## src/rtl/i2c_init_sequencer_if.sv

```systemverilog
// i2c_init_sequencer_if
// Bundles the sequencer's control, table-lookup and I2C-master request signals.
// The master modport is the sequencer's view. The slave modport is the view of
// the environment: the table ROM, the I2C master and the host control.
interface i2c_init_sequencer_if;
  logic       init_start;
  logic [7:0] tbl_idx;
  logic [7:0] tbl_reg;
  logic [7:0] tbl_data;
  logic       i2c_start;
  logic       i2c_done;
  logic       i2c_error;
  logic [6:0] i2c_slave_addr;
  logic [7:0] i2c_reg_addr;
  logic       i2c_rw;
  logic [7:0] i2c_wdata;
  logic [7:0] i2c_rdata;
  logic       busy;
  logic       init_done;
  logic       init_fail;
  logic [7:0] fail_idx;

  modport master (
    input  init_start, tbl_reg, tbl_data, i2c_done, i2c_error, i2c_rdata,
    output tbl_idx, i2c_start, i2c_slave_addr, i2c_reg_addr, i2c_rw, i2c_wdata,
           busy, init_done, init_fail, fail_idx
  );

  modport slave (
    output init_start, tbl_reg, tbl_data, i2c_done, i2c_error, i2c_rdata,
    input  tbl_idx, i2c_start, i2c_slave_addr, i2c_reg_addr, i2c_rw, i2c_wdata,
           busy, init_done, init_fail, fail_idx
  );
endinterface

```

## src/rtl/i2c_init_sequencer.sv

```systemverilog
// i2c_init_sequencer
// Walks a combinational register table after a power-up wait. Each entry is
// either a register write issued to an I2C master, or a millisecond delay
// (reg == 8'hFF, data = ms). A NACK retries the entry up to MAX_RETRIES times
// before the sequence aborts.
// Optional feature: define I2C_INIT_READBACK_EN to read back every written
// register. A read-back NACK or a data mismatch retries the entry from its write.
module i2c_init_sequencer #(
  parameter int unsigned CLK_FREQ_HZ = 100_000_000,
  parameter logic [6:0]  SLAVE_ADDR  = 7'h39,
  parameter int unsigned NUM_ENTRIES = 64,
  parameter int unsigned STARTUP_MS  = 200,
  parameter int unsigned MAX_RETRIES = 3
) (
  input  logic                 clk,
  input  logic                 rst,
  i2c_init_sequencer_if.master bus
);

  // A clock slower than 1 kHz still gets a one-cycle "ms" rather than a zero divisor.
  localparam int unsigned TICK_CYC     = (CLK_FREQ_HZ >= 1000) ? CLK_FREQ_HZ / 1000 : 1;
  localparam logic [31:0] TICK_LAST    = 32'(TICK_CYC - 1);
  localparam logic [15:0] STARTUP_LAST = (STARTUP_MS == 0) ? 16'd0 : 16'(STARTUP_MS - 1);
  localparam logic [7:0]  LAST_IDX     = 8'(NUM_ENTRIES - 1);
  localparam logic [7:0]  RETRY_MAX    = 8'(MAX_RETRIES);

`ifdef I2C_INIT_READBACK_EN
  typedef enum logic [3:0] {
    PWR_WAIT, FETCH, ISSUE, WAIT_WR, ISSUE_RD, WAIT_RD, DELAY, NEXT, DONE, FAIL
  } state_t;
`else
  typedef enum logic [3:0] {
    PWR_WAIT, FETCH, ISSUE, WAIT_WR, DELAY, NEXT, DONE, FAIL
  } state_t;
`endif

  state_t      r_state;
  state_t      w_next;
  logic [7:0]  r_idx;
  logic [7:0]  r_reg;
  logic [7:0]  r_data;
  logic [7:0]  r_retry;
  logic [31:0] r_cyc;
  logic [15:0] r_ms;
  logic [7:0]  r_fail_idx;

  logic w_tick;
  logic w_start_hit;
  logic w_delay_hit;
  logic w_can_retry;
  logic w_latch;
  logic w_retry_inc;
  logic w_cnt_restart;
  logic w_idx_inc;
  logic w_idx_clr;
  logic w_set_fail;
  logic w_clr_fail;

  assign w_tick      = (r_cyc == TICK_LAST);
  assign w_start_hit = w_tick && (r_ms == STARTUP_LAST);
  assign w_delay_hit = w_tick && (r_ms == ({8'd0, r_data} - 16'd1));
  assign w_can_retry = (r_retry < RETRY_MAX);

  // State register: reset returns to the power-up wait and abandons any open transaction.
  always_ff @(posedge clk or posedge rst) begin
    if (rst) r_state <= PWR_WAIT;
    else     r_state <= w_next;
  end

  // Next-state decode and one-cycle datapath strobes.
  always_comb begin
    w_next        = r_state;
    w_latch       = 1'b0;
    w_retry_inc   = 1'b0;
    w_cnt_restart = 1'b0;
    w_idx_inc     = 1'b0;
    w_idx_clr     = 1'b0;
    w_set_fail    = 1'b0;
    w_clr_fail    = 1'b0;
    case (r_state)
      PWR_WAIT: if (STARTUP_MS == 0 || w_start_hit) w_next = FETCH;
      FETCH: begin
        w_latch = 1'b1;
        if (bus.tbl_reg == 8'hFF) begin
          w_next        = DELAY;
          w_cnt_restart = 1'b1;
        end else begin
          w_next = ISSUE;
        end
      end
      ISSUE: w_next = WAIT_WR;
      WAIT_WR: begin
        if (bus.i2c_done) begin
          if (!bus.i2c_error) begin
`ifdef I2C_INIT_READBACK_EN
            w_next = ISSUE_RD;
`else
            w_next = NEXT;
`endif
          end else if (w_can_retry) begin
            w_retry_inc = 1'b1;
            w_next      = ISSUE;
          end else begin
            w_set_fail = 1'b1;
            w_next     = FAIL;
          end
        end
      end
`ifdef I2C_INIT_READBACK_EN
      ISSUE_RD: w_next = WAIT_RD;
      WAIT_RD: begin
        if (bus.i2c_done) begin
          if (!bus.i2c_error && (bus.i2c_rdata == r_data)) begin
            w_next = NEXT;
          end else if (w_can_retry) begin
            w_retry_inc = 1'b1;
            w_next      = ISSUE;
          end else begin
            w_set_fail = 1'b1;
            w_next     = FAIL;
          end
        end
      end
`endif
      DELAY: if (r_data == 8'd0 || w_delay_hit) w_next = NEXT;
      NEXT: begin
        if (r_idx == LAST_IDX) begin
          w_next = DONE;
        end else begin
          w_idx_inc = 1'b1;
          w_next    = FETCH;
        end
      end
      DONE, FAIL: begin
        if (bus.init_start) begin
          w_clr_fail = 1'b1;
          w_idx_clr  = 1'b1;
          w_next     = FETCH;
        end
      end
      default: w_next = PWR_WAIT;
    endcase
  end

  // Table index, latched entry, retry count, failing index and ms timebase.
  always_ff @(posedge clk or posedge rst) begin
    if (rst) begin
      r_idx      <= 8'd0;
      r_reg      <= 8'd0;
      r_data     <= 8'd0;
      r_retry    <= 8'd0;
      r_cyc      <= 32'd0;
      r_ms       <= 16'd0;
      r_fail_idx <= 8'd0;
    end else begin
      if (w_idx_clr)      r_idx <= 8'd0;
      else if (w_idx_inc) r_idx <= r_idx + 8'd1;

      if (w_latch) begin
        r_reg   <= bus.tbl_reg;
        r_data  <= bus.tbl_data;
        r_retry <= 8'd0;
      end else if (w_retry_inc) begin
        r_retry <= r_retry + 8'd1;
      end

      if (w_set_fail)      r_fail_idx <= r_idx;
      else if (w_clr_fail) r_fail_idx <= 8'd0;

      if (w_cnt_restart) begin
        r_cyc <= 32'd0;
        r_ms  <= 16'd0;
      end else if (r_state == PWR_WAIT || r_state == DELAY) begin
        if (w_tick) begin
          r_cyc <= 32'd0;
          r_ms  <= r_ms + 16'd1;
        end else begin
          r_cyc <= r_cyc + 32'd1;
        end
      end
    end
  end

`ifdef I2C_INIT_READBACK_EN
  logic r_rw;

  // Direction flag: set for the read-back request and cleared for each write, held between.
  always_ff @(posedge clk or posedge rst) begin
    if (rst)                    r_rw <= 1'b0;
    else if (w_next == ISSUE_RD) r_rw <= 1'b1;
    else if (w_next == ISSUE)    r_rw <= 1'b0;
  end

  assign bus.i2c_rw    = r_rw;
  assign bus.i2c_start = (r_state == ISSUE) || (r_state == ISSUE_RD);
`else
  logic w_unused_rdata;
  assign w_unused_rdata = ^bus.i2c_rdata;
  assign bus.i2c_rw     = 1'b0;
  assign bus.i2c_start  = (r_state == ISSUE);
`endif

  assign bus.tbl_idx        = r_idx;
  assign bus.i2c_slave_addr = SLAVE_ADDR;
  assign bus.i2c_reg_addr   = r_reg;
  assign bus.i2c_wdata      = r_data;
  assign bus.busy           = !((r_state == DONE) || (r_state == FAIL));
  assign bus.init_done      = (r_state == DONE);
  assign bus.init_fail      = (r_state == FAIL);
  assign bus.fail_idx       = r_fail_idx;

endmodule

```

## src/flat_wrapper.sv

```systemverilog
// flat-port wrapper written by rule: the top's interface ports become plain ports
module i2c_init_sequencer_flat 
#(
  parameter int unsigned CLK_FREQ_HZ = 100_000_000,
  parameter logic [6:0]  SLAVE_ADDR  = 7'h39,
  parameter int unsigned NUM_ENTRIES = 64,
  parameter int unsigned STARTUP_MS  = 200,
  parameter int unsigned MAX_RETRIES = 3
)
  (clk, rst, bus_init_start, bus_tbl_reg, bus_tbl_data, bus_i2c_done, bus_i2c_error, bus_i2c_rdata, bus_tbl_idx, bus_i2c_start, bus_i2c_slave_addr, bus_i2c_reg_addr, bus_i2c_rw, bus_i2c_wdata, bus_busy, bus_init_done, bus_init_fail, bus_fail_idx);
  i2c_init_sequencer_if bus_i ();
  input  logic clk;
  input  logic rst;
  input wire logic [$bits(bus_i.init_start)-1:0] bus_init_start;
  input wire logic [$bits(bus_i.tbl_reg)-1:0] bus_tbl_reg;
  input wire logic [$bits(bus_i.tbl_data)-1:0] bus_tbl_data;
  input wire logic [$bits(bus_i.i2c_done)-1:0] bus_i2c_done;
  input wire logic [$bits(bus_i.i2c_error)-1:0] bus_i2c_error;
  input wire logic [$bits(bus_i.i2c_rdata)-1:0] bus_i2c_rdata;
  output wire logic [$bits(bus_i.tbl_idx)-1:0] bus_tbl_idx;
  output wire logic [$bits(bus_i.i2c_start)-1:0] bus_i2c_start;
  output wire logic [$bits(bus_i.i2c_slave_addr)-1:0] bus_i2c_slave_addr;
  output wire logic [$bits(bus_i.i2c_reg_addr)-1:0] bus_i2c_reg_addr;
  output wire logic [$bits(bus_i.i2c_rw)-1:0] bus_i2c_rw;
  output wire logic [$bits(bus_i.i2c_wdata)-1:0] bus_i2c_wdata;
  output wire logic [$bits(bus_i.busy)-1:0] bus_busy;
  output wire logic [$bits(bus_i.init_done)-1:0] bus_init_done;
  output wire logic [$bits(bus_i.init_fail)-1:0] bus_init_fail;
  output wire logic [$bits(bus_i.fail_idx)-1:0] bus_fail_idx;
  assign bus_i.init_start = bus_init_start;
  assign bus_i.tbl_reg = bus_tbl_reg;
  assign bus_i.tbl_data = bus_tbl_data;
  assign bus_i.i2c_done = bus_i2c_done;
  assign bus_i.i2c_error = bus_i2c_error;
  assign bus_i.i2c_rdata = bus_i2c_rdata;
  assign bus_tbl_idx = bus_i.tbl_idx;
  assign bus_i2c_start = bus_i.i2c_start;
  assign bus_i2c_slave_addr = bus_i.i2c_slave_addr;
  assign bus_i2c_reg_addr = bus_i.i2c_reg_addr;
  assign bus_i2c_rw = bus_i.i2c_rw;
  assign bus_i2c_wdata = bus_i.i2c_wdata;
  assign bus_busy = bus_i.busy;
  assign bus_init_done = bus_i.init_done;
  assign bus_init_fail = bus_i.init_fail;
  assign bus_fail_idx = bus_i.fail_idx;
  i2c_init_sequencer #(.CLK_FREQ_HZ(CLK_FREQ_HZ), .SLAVE_ADDR(SLAVE_ADDR), .NUM_ENTRIES(NUM_ENTRIES), .STARTUP_MS(STARTUP_MS), .MAX_RETRIES(MAX_RETRIES)) u_core (.clk(clk), .rst(rst), .bus(bus_i));
endmodule
```

## config.mk

```make
export PLATFORM = sky130hd
export DESIGN_NAME = i2c_init_sequencer_flat
export DESIGN_NICKNAME = d
export VERILOG_FILES = /design/src/rtl/i2c_init_sequencer_if.sv /design/src/rtl/i2c_init_sequencer.sv /design/src/flat_wrapper.sv
export SDC_FILE = /design/constraint.sdc
export NUM_CORES = 1
export LEC_CHECK = 0
export CORE_UTILIZATION = 28
export DETAILED_ROUTE_END_ITERATION = 7
export DONT_BUFFER_PORTS = 1
export GPL_TIMING_DRIVEN = 0
export HOLD_SLACK_MARGIN = 0.02
export SLEW_MARGIN = 20
export SYNTH_ARGS = -nofsm -noshare
export SYNTH_HDL_FRONTEND = slang
export SYNTH_SLANG_ARGS = --single-unit
```

## constraint.sdc

```tcl
create_clock -name clk -period 3.2 [get_ports clk]
set_input_delay 0.48 -clock clk [delete_from_list [all_inputs] [get_ports clk]]
set_output_delay 0.48 -clock clk [all_outputs]
set_load 0.1 [all_outputs]
```

==> impl_results.html, run 1 <==
<table>
<tr><th>Metric</th><th>Value</th></tr>
<tr><th colspan="2">Run status</th></tr>
<tr><td>Status</td><td>finished, final reports clean</td></tr>
<tr><th colspan="2">Layout</th></tr>
<tr><td>Syn-to-layout area delta</td><td>14.1%</td></tr>
<tr><td>Sequential cell area</td><td>2280 µm²</td></tr>
<tr><td>Post-route insts no fill</td><td>732</td></tr>
<tr><td>Number of nets in the final layout</td><td>542</td></tr>
<tr><td>Inserted Diodes</td><td>0</td></tr>
<tr><td>Multi-input combinational cell area</td><td>2290 µm²</td></tr>
<tr><td>Util after Layout</td><td>0.326</td></tr>
<tr><td>Fill cell total of the finished layout</td><td>1683</td></tr>
<tr><td>Share of layout cells above drive strength 1</td><td>0.117</td></tr>
<tr><th colspan="2">Critical path</th></tr>
<tr><td>Largest fanout on the critical path</td><td>10</td></tr>
<tr><td>Required time of the critical path</td><td>2.72 ns</td></tr>
<tr><td>Crit end category</td><td>primary output</td></tr>
<tr><td>Class of the most critical setup path</td><td>reg2out</td></tr>
<tr><td>Critical path data arrival time</td><td>2.48 ns</td></tr>
<tr><td>Critical path startpoint category</td><td>flip-flop</td></tr>
<tr><th colspan="2">Synth</th></tr>
<tr><td>Top_reg_cell synth</td><td>sky130_fd_sc_hd__dfrtp_1</td></tr>
<tr><td>Top cell type's share of synthesized area</td><td>0.483</td></tr>
<tr><td>Xor/xnor cell area share of the yosys netlist</td><td>0.108</td></tr>
<tr><td>Combinational family with the most area after synthesis</td><td>simple AND/OR/NAND/NOR gates</td></tr>
<tr><td>Count of unique library cells instantiated by Yosys</td><td>54</td></tr>
<tr><td>Post-synthesis cell count</td><td>489</td></tr>
<tr><td>Adder and majority cell fraction of the synthesized area</td><td>0.0159</td></tr>
<tr><td>Simple-Gate Fraction of Synth Area</td><td>0.244</td></tr>
<tr><td>Top cells by area, synth</td><td>sky130_fd_sc_hd__dfrtp_1 48%, sky130_fd_sc_hd__xor2_1 7.6%, sky130_fd_sc_hd__nor2_1 5.4%</td></tr>
<tr><td>Sequential cell area fraction in the yosys report</td><td>0.483</td></tr>
<tr><td>Mean area per synthesized cell</td><td>9.65 µm²</td></tr>
<tr><td>Most frequent cell after synthesis</td><td>sky130_fd_sc_hd__dfrtp_1</td></tr>
<tr><td>Share of synthesized flip-flops with an asynchronous set or reset</td><td>1.00</td></tr>
<tr><td>Number of enable-type register cells in the synthesized netlist</td><td>0</td></tr>
<tr><td>Synth Area in Compound Gates</td><td>0.0655</td></tr>
<tr><td>Yosys warns</td><td>0</td></tr>
<tr><td>Post-Synthesis Cell Area</td><td>4720 µm²</td></tr>
<tr><td>Library cell with the largest summed area after synthesis</td><td>sky130_fd_sc_hd__dfrtp_1</td></tr>
<tr><td>Most used standard cells in the synthesized netlist</td><td>91 x sky130_fd_sc_hd__dfrtp_1, 68 x sky130_fd_sc_hd__nor2_1, 49 x sky130_fd_sc_hd__nand2_1</td></tr>
<tr><td>Share of cell area taken by muxes after synthesis</td><td>0.0422</td></tr>
<tr><td>Register bit total from synthesis</td><td>91</td></tr>
<tr><th colspan="2">Place</th></tr>
<tr><td>Inst Count DP</td><td>716</td></tr>
<tr><td>Quantity of I/O buffers inserted on ports</td><td>0</td></tr>
<tr><td>Routability congestion estimate</td><td>0.842</td></tr>
<tr><td>Detail Placement HPWL</td><td>6990 µm</td></tr>
<tr><td>Worst Setup Slack post-DPL</td><td>-0.0411 ns</td></tr>
<tr><th colspan="2">STA</th></tr>
<tr><td>Tightest slew margin relative to the limit</td><td>0.264</td></tr>
<tr><td>Maximum clock rate</td><td>338 MHz</td></tr>
<tr><td>Clk_skew</td><td>0.00667 ns</td></tr>
<tr><td>Post-route minimum period</td><td>2.96 ns</td></tr>
<tr><td>Final setup viols</td><td>0</td></tr>
<tr><td>Setup ws final</td><td>0.239 ns</td></tr>
<tr><td>Fin. Hold Viols</td><td>0</td></tr>
<tr><td>Setup repair after global routing missed its margin</td><td>no</td></tr>
<tr><td>Pin slew with the least headroom to its limit</td><td>1.10 ns</td></tr>
<tr><td>Max-slew violations</td><td>0</td></tr>
<tr><td>Final cycle utilization of the critical path</td><td>0.925</td></tr>
<tr><th colspan="2">CTS</th></tr>
<tr><td>Number of sinks driven by the clock tree</td><td>91</td></tr>
<tr><td>Source-to-sink clock delay at the later pin of the worst-skew pair</td><td>0.34 ns</td></tr>
<tr><td>Maximum count of clock buffers along a single path</td><td>2</td></tr>
<tr><td>Total number of H-tree levels</td><td>3</td></tr>
<tr><td>Clock tree root driver cell</td><td>sky130_fd_sc_hd__clkbuf_16</td></tr>
<tr><td>Clk pin slew, worst setup/hold paths</td><td>0.06 ns</td></tr>
<tr><td>Number of buffers created by CTS</td><td>9</td></tr>
<tr><td>TritonCTS clock tree</td><td>done</td></tr>
<tr><td>Post-CTS setup buffer count</td><td>0</td></tr>
<tr><th colspan="2">Drt</th></tr>
<tr><td>Starting DRC count in detailed routing</td><td>149</td></tr>
<tr><td>Post-route ant nets</td><td>0</td></tr>
<tr><td>Final wirelength</td><td>9690 µm</td></tr>
<tr><td>Drt first pass iters</td><td>6</td></tr>
<tr><td>Number of DRC violations after detailed routing</td><td>0</td></tr>
<tr><td>Wire per inst</td><td>13.2 µm</td></tr>
<tr><td>Number of vias per cell after detailed routing</td><td>4.77</td></tr>
<tr><td>Number of vias after detailed routing</td><td>3493</td></tr>
<tr><th colspan="2">Global routing</th></tr>
<tr><td>Largest net degree at the start of global routing</td><td>49</td></tr>
<tr><td>Via count of the first global-routing pass</td><td>3529</td></tr>
<tr><td>All-Layer GR Usage</td><td>0.120</td></tr>
<tr><td>Antenna violations before repair</td><td>0</td></tr>
<tr><td>Global-route wire length before repair</td><td>17200 µm</td></tr>
<tr><td>Remaining global-route overflow</td><td>0</td></tr>
<tr><th colspan="2">Floorplan</th></tr>
<tr><td>Die ar.</td><td>17400 µm²</td></tr>
<tr><td>Top-level I/O count</td><td>73</td></tr>
<tr><td>Placeable core region</td><td>16500 µm²</td></tr>
<tr><td>Height of the chip</td><td>132 µm</td></tr>
<tr><td>Initial Utilization</td><td>0.285</td></tr>
<tr><td>Site row count</td><td>47</td></tr>
<tr><td>Die Wd</td><td>132 µm</td></tr>
<tr><th colspan="2">Power and ir drop</th></tr>
<tr><td>Leakage component of the power</td><td>2.19 nW</td></tr>
<tr><td>Worst ir drop on vdd</td><td>0.271 mV</td></tr>
<tr><td>Overall Power</td><td>2.48 mW</td></tr>
<tr><td>Power per cell area</td><td>461 nW/µm²</td></tr>
<tr><th colspan="2">Run</th></tr>
<tr><td>Max-cap violation count</td><td>0</td></tr>
<tr><th colspan="2">Worst hold path</th></tr>
<tr><td>Path category of the worst min-delay check</td><td>in2async</td></tr>
</table>
[final timing paths]
| check | from | endpoint | slack, ns | cells after the start |
|---|---|---|---|---|
| worst max-delay path | u_core.r_state[1] | bus_init_done | 0.24 | 4 |
| worst min-delay path | rst | u_core.bus.i2c_reg_addr[3] | 0.07 | 1 |
| worst max register to register | u_core.bus.i2c_wdata[2] | u_core.r_state[0] | 0.36 | 7 |
| worst min register to register | u_core.r_retry[5] | u_core.r_retry[5] | 0.50 | 1 |
| max in group asynchronous | rst | u_core.bus.i2c_wdata[1] | 2.48 | 2 |
| min in group clk | bus_tbl_data[1] | u_core.bus.i2c_wdata[1] | 0.28 | 2 |
[what timing repair did]
item                                    in CTS  in global routing
hold buffers                                 0                  0
gates resized for setup                      2                  2
pin swaps                                    1                  0
endpoints found under the setup margin       1                  1
[cell families (layout without fill, tap and decap cells)]
family | Yosys count | in the layout
DFF | 91 | 91
and+or+nand+nor | 225 | 225
adders and majority gates | 6 | 6
other | 2 | 8
xor gates and xnor gates | 58 | 58
AOI/OAI and AO/OA | 50 | 50
buffers and inverters | 39 | 56
muxes | 18 | 18
[placed cells by master, fill, tap and decap left out, types with 9 or more instances in the layout]
cell                         n
sky130_fd_sc_hd__dfrtp_1    89
sky130_fd_sc_hd__nor2_1     67
sky130_fd_sc_hd__nand2_1    48
sky130_fd_sc_hd__xor2_1     41
sky130_fd_sc_hd__nand4_1    21
sky130_fd_sc_hd__nand3_1    20
sky130_fd_sc_hd__xnor2_1    17
sky130_fd_sc_hd__o21ai_0    17
sky130_fd_sc_hd__a21oi_1    16
sky130_fd_sc_hd__clkbuf_1   15
sky130_fd_sc_hd__mux2_2     14
sky130_fd_sc_hd__and3_1     11
sky130_fd_sc_hd__nor2b_1    10
sky130_fd_sc_hd__nor4_1     10
sky130_fd_sc_hd__clkbuf_16   9
[cell type report]
type,count,share of cell area
tap,220,0.0511
multi-input combinational,365,0.426
timing repair buffer,1,0.00511
inverter,9,0.00674
sequential,91,0.423
clock inverter,3,0.00837
clock buffer,13,0.0502
buffer,30,0.0290
[registers in the layout, summed over array words and instances, names as in the netlist]
| name | count |
|---|---|
| u_core.bus.fail_idx | 8 |
| u_core.bus.i2c_reg_addr | 8 |
| u_core.bus.i2c_wdata | 8 |
| u_core.bus.tbl_idx | 8 |
| u_core.r_cyc | 32 |
| u_core.r_ms | 16 |
| u_core.r_retry | 8 |
| u_core.r_state | 3 |
[metal layers]
layer  global-route usage  wire length (µm)  vias up
li1                     -                 -     1711
met1                0.148              4360     1702
met2                0.202              4730       69
met3               0.0238               369       11
met4               0.0549               243        0
met5                    0                 0        -
[worst max-delay path, cell delays in order (launching register included)]
cell and delay, ns:
sky130_fd_sc_hd__dfrtp_1 0.32, sky130_fd_sc_hd__clkbuf_1 0.34, sky130_fd_sc_hd__buf_1 0.39, sky130_fd_sc_hd__nand2_2 0.45, sky130_fd_sc_hd__nor2_4 0.65
[power by group]
group / internal [mW] / switching (mW) / total (mW)
clock: 0.669 / 0.424 / 1.09
sequential: 1.19 / 0.0498 / 1.24
combinational: 0.0487 / 0.0981 / 0.147
total: 1.91 / 0.572 / 2.48
[per-stage QoR]
stage / instance area, µm² / hold slack, ns / setup TNS (ns)
after floorplan: 4750 / 0.455 / 0
after global routing: 5380 / 0.116 / 0
after CTS: 5380 / 0.0850 / 0
final: 5380 / 0.0748 / 0
after detailed placement: 5060 / 0.450 / -0.0411
after global placement: 5020 / 0.476 / -47.00
No activity file was read; power rests on OpenSTA's default activity.
==> run 2: changes to the inputs <==
ABC_AREA = 1   (was not set)
==> run 2 against run 1 <==
  * Hold slack improved by 0.16 ns
  * Clock skew increased by 0.0030 ns
  * Non-clock buffer count increased by 2
  * Global-route usage increased by 2.8 points
  * Design area increased by 18%
  * Sequential power increased by 100%
  * Sequential share of layout area decreased by 6.6 points
  * First-iteration DRC count increased to 2.8 times the previous value
  * Largest cell class unchanged
  * Highest routed layer unchanged
  * Via count increased by 48%
  * Routed wire length increased by 53%
==> impl_results.html, run 2 <==
<table>
<tr><th>Metric</th><th>Value</th></tr>
<tr><th colspan="2">Synth</th></tr>
<tr><td>Yosys warns</td><td>0</td></tr>
<tr><td>Number of enable-type register cells in the synthesized netlist</td><td>0</td></tr>
<tr><td>Most frequent cell after synthesis</td><td>sky130_fd_sc_hd__nand2_1</td></tr>
<tr><td>Most used standard cells in the synthesized netlist</td><td>198 x sky130_fd_sc_hd__nand2_1, 96 x sky130_fd_sc_hd__inv_1, 91 x sky130_fd_sc_hd__dfrtp_1</td></tr>
<tr><td>Share of synthesized flip-flops with an asynchronous set or reset</td><td>1.00</td></tr>
<tr><td>Top_reg_cell synth</td><td>sky130_fd_sc_hd__dfrtp_1</td></tr>
<tr><td>Register bit total from synthesis</td><td>91</td></tr>
<tr><td>Count of unique library cells instantiated by Yosys</td><td>40</td></tr>
<tr><td>Sequential cell area fraction in the yosys report</td><td>0.403</td></tr>
<tr><td>Post-synthesis cell count</td><td>786</td></tr>
<tr><td>Library cell with the largest summed area after synthesis</td><td>sky130_fd_sc_hd__dfrtp_1</td></tr>
<tr><td>Mean area per synthesized cell</td><td>7.19 µm²</td></tr>
<tr><td>Post-Synthesis Cell Area</td><td>5650 µm²</td></tr>
<tr><td>Top cells by area, synth</td><td>sky130_fd_sc_hd__dfrtp_1 40%, sky130_fd_sc_hd__nand2_1 13%, sky130_fd_sc_hd__inv_1 6.4%</td></tr>
<tr><td>Top cell type's share of synthesized area</td><td>0.403</td></tr>
<tr><th colspan="2">Layout</th></tr>
<tr><td>Register name with the most flops</td><td>u_core.r_cyc</td></tr>
<tr><td>Registers with the highest flip-flop counts</td><td>u_core.r_cyc x32, u_core.r_ms x16</td></tr>
<tr><td>Util after Layout</td><td>0.325</td></tr>
<tr><td>Most common library cell in the layout ignoring fill and taps</td><td>sky130_fd_sc_hd__nand2_1</td></tr>
<tr><td>Syn-to-layout area delta</td><td>12.9%</td></tr>
<tr><td>Share of layout cells above drive strength 1</td><td>0.0751</td></tr>
<tr><td>Inserted Diodes</td><td>0</td></tr>
<tr><td>Post-route insts no fill</td><td>1077</td></tr>
<tr><td>Commonest cells after routing, fill and taps aside</td><td>198 x sky130_fd_sc_hd__nand2_1, 95 x sky130_fd_sc_hd__inv_1, 91 x sky130_fd_sc_hd__dfrtp_1</td></tr>
<tr><td>Max FFs per register</td><td>32</td></tr>
<tr><td>Fill cell total of the finished layout</td><td>2109</td></tr>
<tr><td>Number of nets in the final layout</td><td>842</td></tr>
<tr><th colspan="2">CTS</th></tr>
<tr><td>Source-to-sink clock delay at the later pin of the worst-skew pair</td><td>0.36 ns</td></tr>
<tr><td>Total number of H-tree levels</td><td>3</td></tr>
<tr><td>Number of buffers created by CTS</td><td>9</td></tr>
<tr><td>Clk pin slew, worst setup/hold paths</td><td>0.07 ns</td></tr>
<tr><td>Maximum count of clock buffers along a single path</td><td>2</td></tr>
<tr><td>Clock tree root driver cell</td><td>sky130_fd_sc_hd__clkbuf_16</td></tr>
<tr><td>TritonCTS clock tree</td><td>done</td></tr>
<tr><td>Number of sinks driven by the clock tree</td><td>91</td></tr>
<tr><th colspan="2">STA</th></tr>
<tr><td>Final setup viols</td><td>0</td></tr>
<tr><td>Maximum clock rate</td><td>376 MHz</td></tr>
<tr><td>Final cycle utilization of the critical path</td><td>0.831</td></tr>
<tr><td>Setup repair after global routing missed its margin</td><td>no</td></tr>
<tr><td>Pin slew with the least headroom to its limit</td><td>1.08 ns</td></tr>
<tr><td>Tightest slew margin relative to the limit</td><td>0.282</td></tr>
<tr><td>Post-route minimum period</td><td>2.66 ns</td></tr>
<tr><td>Max-slew violations</td><td>0</td></tr>
<tr><td>Fin. Hold Viols</td><td>0</td></tr>
<tr><td>Clk_skew</td><td>0.00966 ns</td></tr>
<tr><td>Worst Hold Margin</td><td>0.240 ns</td></tr>
<tr><th colspan="2">Drt</th></tr>
<tr><td>Starting DRC count in detailed routing</td><td>421</td></tr>
<tr><td>Number of vias after detailed routing</td><td>5173</td></tr>
<tr><td>Number of vias per cell after detailed routing</td><td>4.80</td></tr>
<tr><td>Number of DRC violations after detailed routing</td><td>0</td></tr>
<tr><td>Post-route ant nets</td><td>0</td></tr>
<tr><td>Wire per inst</td><td>13.8 µm</td></tr>
<tr><td>Drt first pass iters</td><td>5</td></tr>
<tr><td>Final wirelength</td><td>14800 µm</td></tr>
<tr><th colspan="2">Global routing</th></tr>
<tr><td>Largest net degree at the start of global routing</td><td>77</td></tr>
<tr><td>Antenna violations before repair</td><td>0</td></tr>
<tr><td>Global-route wire length before repair</td><td>24000 µm</td></tr>
<tr><td>Via count of the first global-routing pass</td><td>4690</td></tr>
<tr><td>All-Layer GR Usage</td><td>0.148</td></tr>
<tr><td>Remaining global-route overflow</td><td>0</td></tr>
<tr><th colspan="2">Power and ir drop</th></tr>
<tr><td>Leakage component of the power</td><td>3.05 nW</td></tr>
<tr><td>Worst ir drop on vdd</td><td>0.280 mV</td></tr>
<tr><td>Power per cell area</td><td>793 nW/µm²</td></tr>
<tr><td>Overall Power</td><td>5.05 mW</td></tr>
<tr><th colspan="2">Floorplan</th></tr>
<tr><td>Site row count</td><td>51</td></tr>
<tr><td>Top-level I/O count</td><td>73</td></tr>
<tr><td>Die Wd</td><td>144 µm</td></tr>
<tr><td>Initial Utilization</td><td>0.288</td></tr>
<tr><td>Height of the chip</td><td>144 µm</td></tr>
<tr><td>Die ar.</td><td>20700 µm²</td></tr>
<tr><td>Placeable core region</td><td>19600 µm²</td></tr>
<tr><th colspan="2">Critical path</th></tr>
<tr><td>Class of the most critical setup path</td><td>reg2reg</td></tr>
<tr><td>Setup slack of the worst register-to-register path</td><td>0.54 ns</td></tr>
<tr><td>Required time of the critical path</td><td>3.45 ns</td></tr>
<tr><td>Critical path startpoint category</td><td>flip-flop</td></tr>
<tr><td>Critical path data arrival time</td><td>2.91 ns</td></tr>
<tr><td>Worst r2r src</td><td>u_core.bus.i2c_wdata[0]</td></tr>
<tr><td>Crit end category</td><td>flip-flop</td></tr>
<tr><td>Capture point of the worst reg-to-reg path</td><td>u_core.r_state[0]</td></tr>
<tr><td>Source of the critical timing path</td><td>u_core.bus.i2c_wdata[0]</td></tr>
<tr><td>Worst reg-to-reg path cell count</td><td>11</td></tr>
<tr><td>Largest fanout on the critical path</td><td>5</td></tr>
<tr><th colspan="2">Run</th></tr>
<tr><td>Max-cap violation count</td><td>0</td></tr>
<tr><th colspan="2">Place</th></tr>
<tr><td>Routability congestion estimate</td><td>0.935</td></tr>
<tr><td>Detail Placement HPWL</td><td>11200 µm</td></tr>
<tr><td>Quantity of I/O buffers inserted on ports</td><td>0</td></tr>
<tr><td>Inst Count DP</td><td>1060</td></tr>
<tr><th colspan="2">Worst hold path</th></tr>
<tr><td>Launch instance of the worst min-delay path</td><td>bus_tbl_data[6]</td></tr>
<tr><td>Path category of the worst min-delay check</td><td>in2reg</td></tr>
<tr><td>Hold Path Stages</td><td>2</td></tr>
<tr><td>Worst Hold Endpoint</td><td>u_core.bus.i2c_wdata[6]</td></tr>
<tr><th colspan="2">Run status</th></tr>
<tr><td>Status</td><td>finished, final reports clean</td></tr>
</table>
==> run 2: changes by cell type after synthesis, sizes merged, moves of 9 or more <==
cell,before,now
nand4,21,35
o21ai,19,59
nor2b,10,0
nand2,49,201
inv,9,100
nor3,10,29
xor2,41,25
nor2,69,92
and3,11,2
o31ai,1,10
xnor2,17,6
mux2,15,0
nand3,20,67
==> run 2: how the worst max path moves through the flow <==
stage,cells past startpoint,end
2_1_floorplan,1,u_core.bus.fail_idx[0]
3_3_place_gp,1,u_core.bus.i2c_wdata[3]
3_5_place_dp,11,u_core.r_state[2]
4_1_cts,11,u_core.r_state[0]
5_1_grt,12,u_core.r_state[2]
6_report,11,u_core.r_state[0]
==> run 2: final cells by class <==
type                       instances  area [µm²]  area share
sequential                        91        2280       0.357
clock buffer                       9         225      0.0353
buffer                            29         169      0.0265
timing repair buffer               4        68.8      0.0108
clock inverter                     7        67.6      0.0106
multi-input combinational        572        2860       0.448
tap                              265         332      0.0520
inverter                         100         380      0.0597
==> run 2: logic make-up after synthesis <==
family | Yosys count | share of synthesized area
simple gates | 436 | 0.344
buf+inv | 129 | 0.0964
compound gates | 91 | 0.0935
flops | 91 | 0.403
xor+xnor | 31 | 0.0481
fa+ha+maj | 6 | 0.0133
other cells | 2 | 0.00133
==> run 2: per-stage QoR <==
step / setup slack (ns) / TNS (ns) / cell area [µm²]
2_1_floorplan: 0.356 / 0 / 5670
3_3_place_gp: -0.824 / -73.80 / 6000
3_5_place_dp: 0.563 / 0 / 6070
4_1_cts: 0.554 / 0 / 6380
5_1_grt: 0.368 / 0 / 6380
6_report: 0.541 / 0 / 6380
==> run 2: repair_timing <==
action,in CTS,in global routing
buffers inserted,0,0
endpoints found under the hold margin,15,0
hold buffers,1,0
gates resized for setup,0,0
==> run 2: worst max-delay path: stages (launching register included) <==
cell	delay (ns)
sky130_fd_sc_hd__dfrtp_1	1.00
sky130_fd_sc_hd__inv_1	0.24
sky130_fd_sc_hd__ha_1	0.32
sky130_fd_sc_hd__nand3_1	0.20
sky130_fd_sc_hd__nand2_1	0.10
sky130_fd_sc_hd__xor2_1	0.14
sky130_fd_sc_hd__nor2_1	0.11
sky130_fd_sc_hd__nand3_1	0.08
sky130_fd_sc_hd__nand2_1	0.16
sky130_fd_sc_hd__nand2_1	0.10
sky130_fd_sc_hd__nand2_1	0.07
sky130_fd_sc_hd__nand2_1	0.05
==> run 2: report_power, final <==
group | switching [mW] | total [mW] | internal, mW
registers | 1.20 | 2.54 | 1.34
clock network | 0.528 | 1.08 | 0.552
logic | 0.993 | 1.44 | 0.444
total | 2.72 | 5.05 | 2.34
==> run 2: metal layers <==
metal | track usage | vias up | wire [µm]
li1 | - | 2597 | -
met1 | 0.204 | 2431 | 7010
met2 | 0.231 | 129 | 6850
met3 | 0.0305 | 16 | 779
met4 | 0.0459 | 0 | 174
met5 | 0 | - | 0
==> run 3: changes to the inputs <==
clock period = 2.8 ns   (was 3.2 ns; I/O delays follow)
==> run 3 against run 2 <==
  * Cell count unchanged
  * Fmax increased by 5.5%
  * Setup slack got worse by 0.26 ns
  * Count of clock-buffer cells in the layout unchanged
  * Critical path type unchanged
  * Highest routed layer unchanged
==> impl_results.html, run 3 (same netlist as run 2, synthesis figures left out) <==
<table>
<tr><th>Metric</th><th>Value</th></tr>
<tr><th colspan="2">Floorplan</th></tr>
<tr><td>Placeable core region</td><td>19600 µm²</td></tr>
<tr><td>Top-level I/O count</td><td>73</td></tr>
<tr><td>Die Wd</td><td>144 µm</td></tr>
<tr><td>Die ar.</td><td>20700 µm²</td></tr>
<tr><td>Initial Utilization</td><td>0.288</td></tr>
<tr><td>Site row count</td><td>51</td></tr>
<tr><td>Height of the chip</td><td>144 µm</td></tr>
<tr><th colspan="2">CTS</th></tr>
<tr><td>Number of buffers created by CTS</td><td>9</td></tr>
<tr><td>Maximum count of clock buffers along a single path</td><td>2</td></tr>
<tr><td>Post-CTS setup buffer count</td><td>0</td></tr>
<tr><td>Clock tree root driver cell</td><td>sky130_fd_sc_hd__clkbuf_16</td></tr>
<tr><td>Total number of H-tree levels</td><td>3</td></tr>
<tr><td>Clk pin slew, worst setup/hold paths</td><td>0.07 ns</td></tr>
<tr><td>Source-to-sink clock delay at the later pin of the worst-skew pair</td><td>0.36 ns</td></tr>
<tr><td>TritonCTS clock tree</td><td>done</td></tr>
<tr><td>Number of sinks driven by the clock tree</td><td>91</td></tr>
<tr><th colspan="2">Drt</th></tr>
<tr><td>Final wirelength</td><td>14800 µm</td></tr>
<tr><td>Starting DRC count in detailed routing</td><td>422</td></tr>
<tr><td>Post-route ant nets</td><td>0</td></tr>
<tr><td>Number of vias per cell after detailed routing</td><td>4.81</td></tr>
<tr><td>Number of vias after detailed routing</td><td>5179</td></tr>
<tr><td>Number of DRC violations after detailed routing</td><td>0</td></tr>
<tr><td>Wire per inst</td><td>13.8 µm</td></tr>
<tr><td>Drt first pass iters</td><td>5</td></tr>
<tr><th colspan="2">Critical path</th></tr>
<tr><td>Crit end category</td><td>flip-flop</td></tr>
<tr><td>Crit-path cells</td><td>ha_1, nand4_1, o31ai_2, nand2_1, nand2_1, o21ai_0</td></tr>
<tr><td>Required time of the critical path</td><td>3.03 ns</td></tr>
<tr><td>Delay of the slowest critical-path stage</td><td>0.95 ns</td></tr>
<tr><td>Source of the critical timing path</td><td>u_core.bus.tbl_idx[1]</td></tr>
<tr><td>Worst r2r src</td><td>u_core.bus.tbl_idx[1]</td></tr>
<tr><td>Class of the most critical setup path</td><td>reg2reg</td></tr>
<tr><td>Max stage delay cell, worst path</td><td>sky130_fd_sc_hd__dfrtp_1</td></tr>
<tr><td>Most Frequent Cell on Critical Path</td><td>sky130_fd_sc_hd__nand2_1</td></tr>
<tr><td>Largest fanout on the critical path</td><td>7</td></tr>
<tr><td>Worst reg-to-reg path cell count</td><td>6</td></tr>
<tr><td>Critical path startpoint category</td><td>flip-flop</td></tr>
<tr><td>Critical path data arrival time</td><td>2.75 ns</td></tr>
<tr><th colspan="2">STA</th></tr>
<tr><td>Maximum clock rate</td><td>397 MHz</td></tr>
<tr><td>Pin slew with the least headroom to its limit</td><td>1.08 ns</td></tr>
<tr><td>Post-route minimum period</td><td>2.52 ns</td></tr>
<tr><td>Total Neg Setup Slack</td><td>0 ns</td></tr>
<tr><td>Clk_skew</td><td>0.00965 ns</td></tr>
<tr><td>Final cycle utilization of the critical path</td><td>0.900</td></tr>
<tr><td>Tightest slew margin relative to the limit</td><td>0.282</td></tr>
<tr><td>Setup repair after global routing missed its margin</td><td>no</td></tr>
<tr><td>Max-slew violations</td><td>0</td></tr>
<tr><td>Fin. Hold Viols</td><td>0</td></tr>
<tr><td>Final setup viols</td><td>0</td></tr>
<tr><th colspan="2">Worst hold path</th></tr>
<tr><td>Hold Path Stages</td><td>2</td></tr>
<tr><td>Path category of the worst min-delay check</td><td>in2reg</td></tr>
<tr><td>Launch instance of the worst min-delay path</td><td>bus_tbl_data[6]</td></tr>
<tr><th colspan="2">Global routing</th></tr>
<tr><td>Global-route wire length before repair</td><td>24000 µm</td></tr>
<tr><td>All-Layer GR Usage</td><td>0.148</td></tr>
<tr><td>Via count of the first global-routing pass</td><td>4690</td></tr>
<tr><td>Antenna violations before repair</td><td>0</td></tr>
<tr><td>Remaining global-route overflow</td><td>0</td></tr>
<tr><td>Largest net degree at the start of global routing</td><td>77</td></tr>
<tr><th colspan="2">Layout</th></tr>
<tr><td>Commonest cells after routing, fill and taps aside</td><td>198 x sky130_fd_sc_hd__nand2_1, 95 x sky130_fd_sc_hd__inv_1, 89 x sky130_fd_sc_hd__dfrtp_1</td></tr>
<tr><td>Multi-input combinational cell area</td><td>2860 µm²</td></tr>
<tr><td>Fill cell total of the finished layout</td><td>2108</td></tr>
<tr><td>Register name with the most flops</td><td>u_core.r_cyc</td></tr>
<tr><td>Registers with the highest flip-flop counts</td><td>u_core.r_cyc x32, u_core.r_ms x16</td></tr>
<tr><td>Syn-to-layout area delta</td><td>12.9%</td></tr>
<tr><td>Sequential cell area</td><td>2280 µm²</td></tr>
<tr><td>Max FFs per register</td><td>32</td></tr>
<tr><td>Util after Layout</td><td>0.326</td></tr>
<tr><td>Final design area excluding fillers</td><td>6380 µm²</td></tr>
<tr><td>Post-route insts no fill</td><td>1077</td></tr>
<tr><td>Number of nets in the final layout</td><td>842</td></tr>
<tr><td>Share of layout cells above drive strength 1</td><td>0.0776</td></tr>
<tr><td>Most common library cell in the layout ignoring fill and taps</td><td>sky130_fd_sc_hd__nand2_1</td></tr>
<tr><td>Inserted Diodes</td><td>0</td></tr>
<tr><th colspan="2">Place</th></tr>
<tr><td>Routability congestion estimate</td><td>0.935</td></tr>
<tr><td>Inst Count DP</td><td>1060</td></tr>
<tr><td>Detail Placement HPWL</td><td>11200 µm</td></tr>
<tr><td>Quantity of I/O buffers inserted on ports</td><td>0</td></tr>
<tr><td>Cell area after placement</td><td>6070 µm²</td></tr>
<tr><th colspan="2">Power and ir drop</th></tr>
<tr><td>Overall Power</td><td>5.78 mW</td></tr>
<tr><td>Leakage component of the power</td><td>3.05 nW</td></tr>
<tr><td>Worst ir drop on vdd</td><td>0.320 mV</td></tr>
<tr><td>Power per cell area</td><td>906 nW/µm²</td></tr>
<tr><th colspan="2">Run</th></tr>
<tr><td>Max-cap violation count</td><td>0</td></tr>
<tr><th colspan="2">Run status</th></tr>
<tr><td>Status</td><td>finished, final reports clean</td></tr>
</table>
==> run 3: cell types whose count changed in the layout (fill, tap and decap cells not counted) <==
cell / previous run / this run
sky130_fd_sc_hd__dfrtp_2: 0 / 2
sky130_fd_sc_hd__dfrtp_1: 91 / 89
==> run 3: final cells by class <==
| type | count | area share |
|---|---|---|
| sequential | 91 | 0.357 |
| clock inverter | 7 | 0.0106 |
| inverter | 100 | 0.0596 |
| multi-input combinational | 572 | 0.448 |
| tap | 265 | 0.0520 |
| timing repair buffer | 4 | 0.0108 |
| buffer | 29 | 0.0265 |
| clock buffer | 9 | 0.0353 |
==> run 3: routing by layer <==
metal / GRT usage / share of wire / up-vias / wire (µm)
met4: 0.0459 / 0.012 / 0 / 174
met3: 0.0305 / 0.054 / 16 / 797
met2: 0.231 / 0.46 / 135 / 6880
met5: 0 / 0 / - / 0
met1: 0.204 / 0.47 / 2431 / 6980
li1: - / - / 2597 / -
==> run 3: critical path, delay by kind of cell, from the launching register on <==
family,cells,cell delay [ns]
AOI/OAI and AO/OA,2,0.50
adders and majority gates,1,0.36
and+or+nand+nor,3,0.59
DFF,1,0.95
==> run 3: stage by stage <==
| step | hold slack [ns] | setup WS, ns |
|---|---|---|
| 6_report | 0.180 | 0.280 |
| 3_3_place_gp | 0.449 | -1.16 |
| 2_1_floorplan | 0.437 | 0.0164 |
| 4_1_cts | 0.170 | 0.154 |
| 5_1_grt | 0.177 | 0.120 |
| 3_5_place_dp | 0.220 | 0.163 |
==> run 3: final timing paths <==
path | endpoint | slack, ns
hold / removal | u_core.bus.i2c_wdata[6] | 0.18
setup reg to reg | u_core.bus.tbl_idx[7] | 0.28
min in group asynchronous | u_core.r_cyc[22] | 0.47
setup / recovery | u_core.bus.tbl_idx[7] | 0.28
max in group asynchronous | u_core.bus.i2c_wdata[1] | 1.71
hold reg to reg | u_core.r_retry[7] | 0.47
==> run 3: where the power goes <==
| part | switching, mW | internal (mW) | leakage (nW) |
|---|---|---|---|
| Combinational | 1.14 | 0.507 | 1.74 |
| Sequential | 1.37 | 1.54 | 1.16 |
| Clock | 0.603 | 0.631 | 0.143 |
==> run 3: what timing repair did <==
| item | in CTS | in global routing |
|---|---|---|
| setup endpoints to repair | 0 | 2 |
| resized for setup | 0 | 2 |
| hold endpoints to repair | 15 | 0 |
| hold buffers | 1 | 0 |
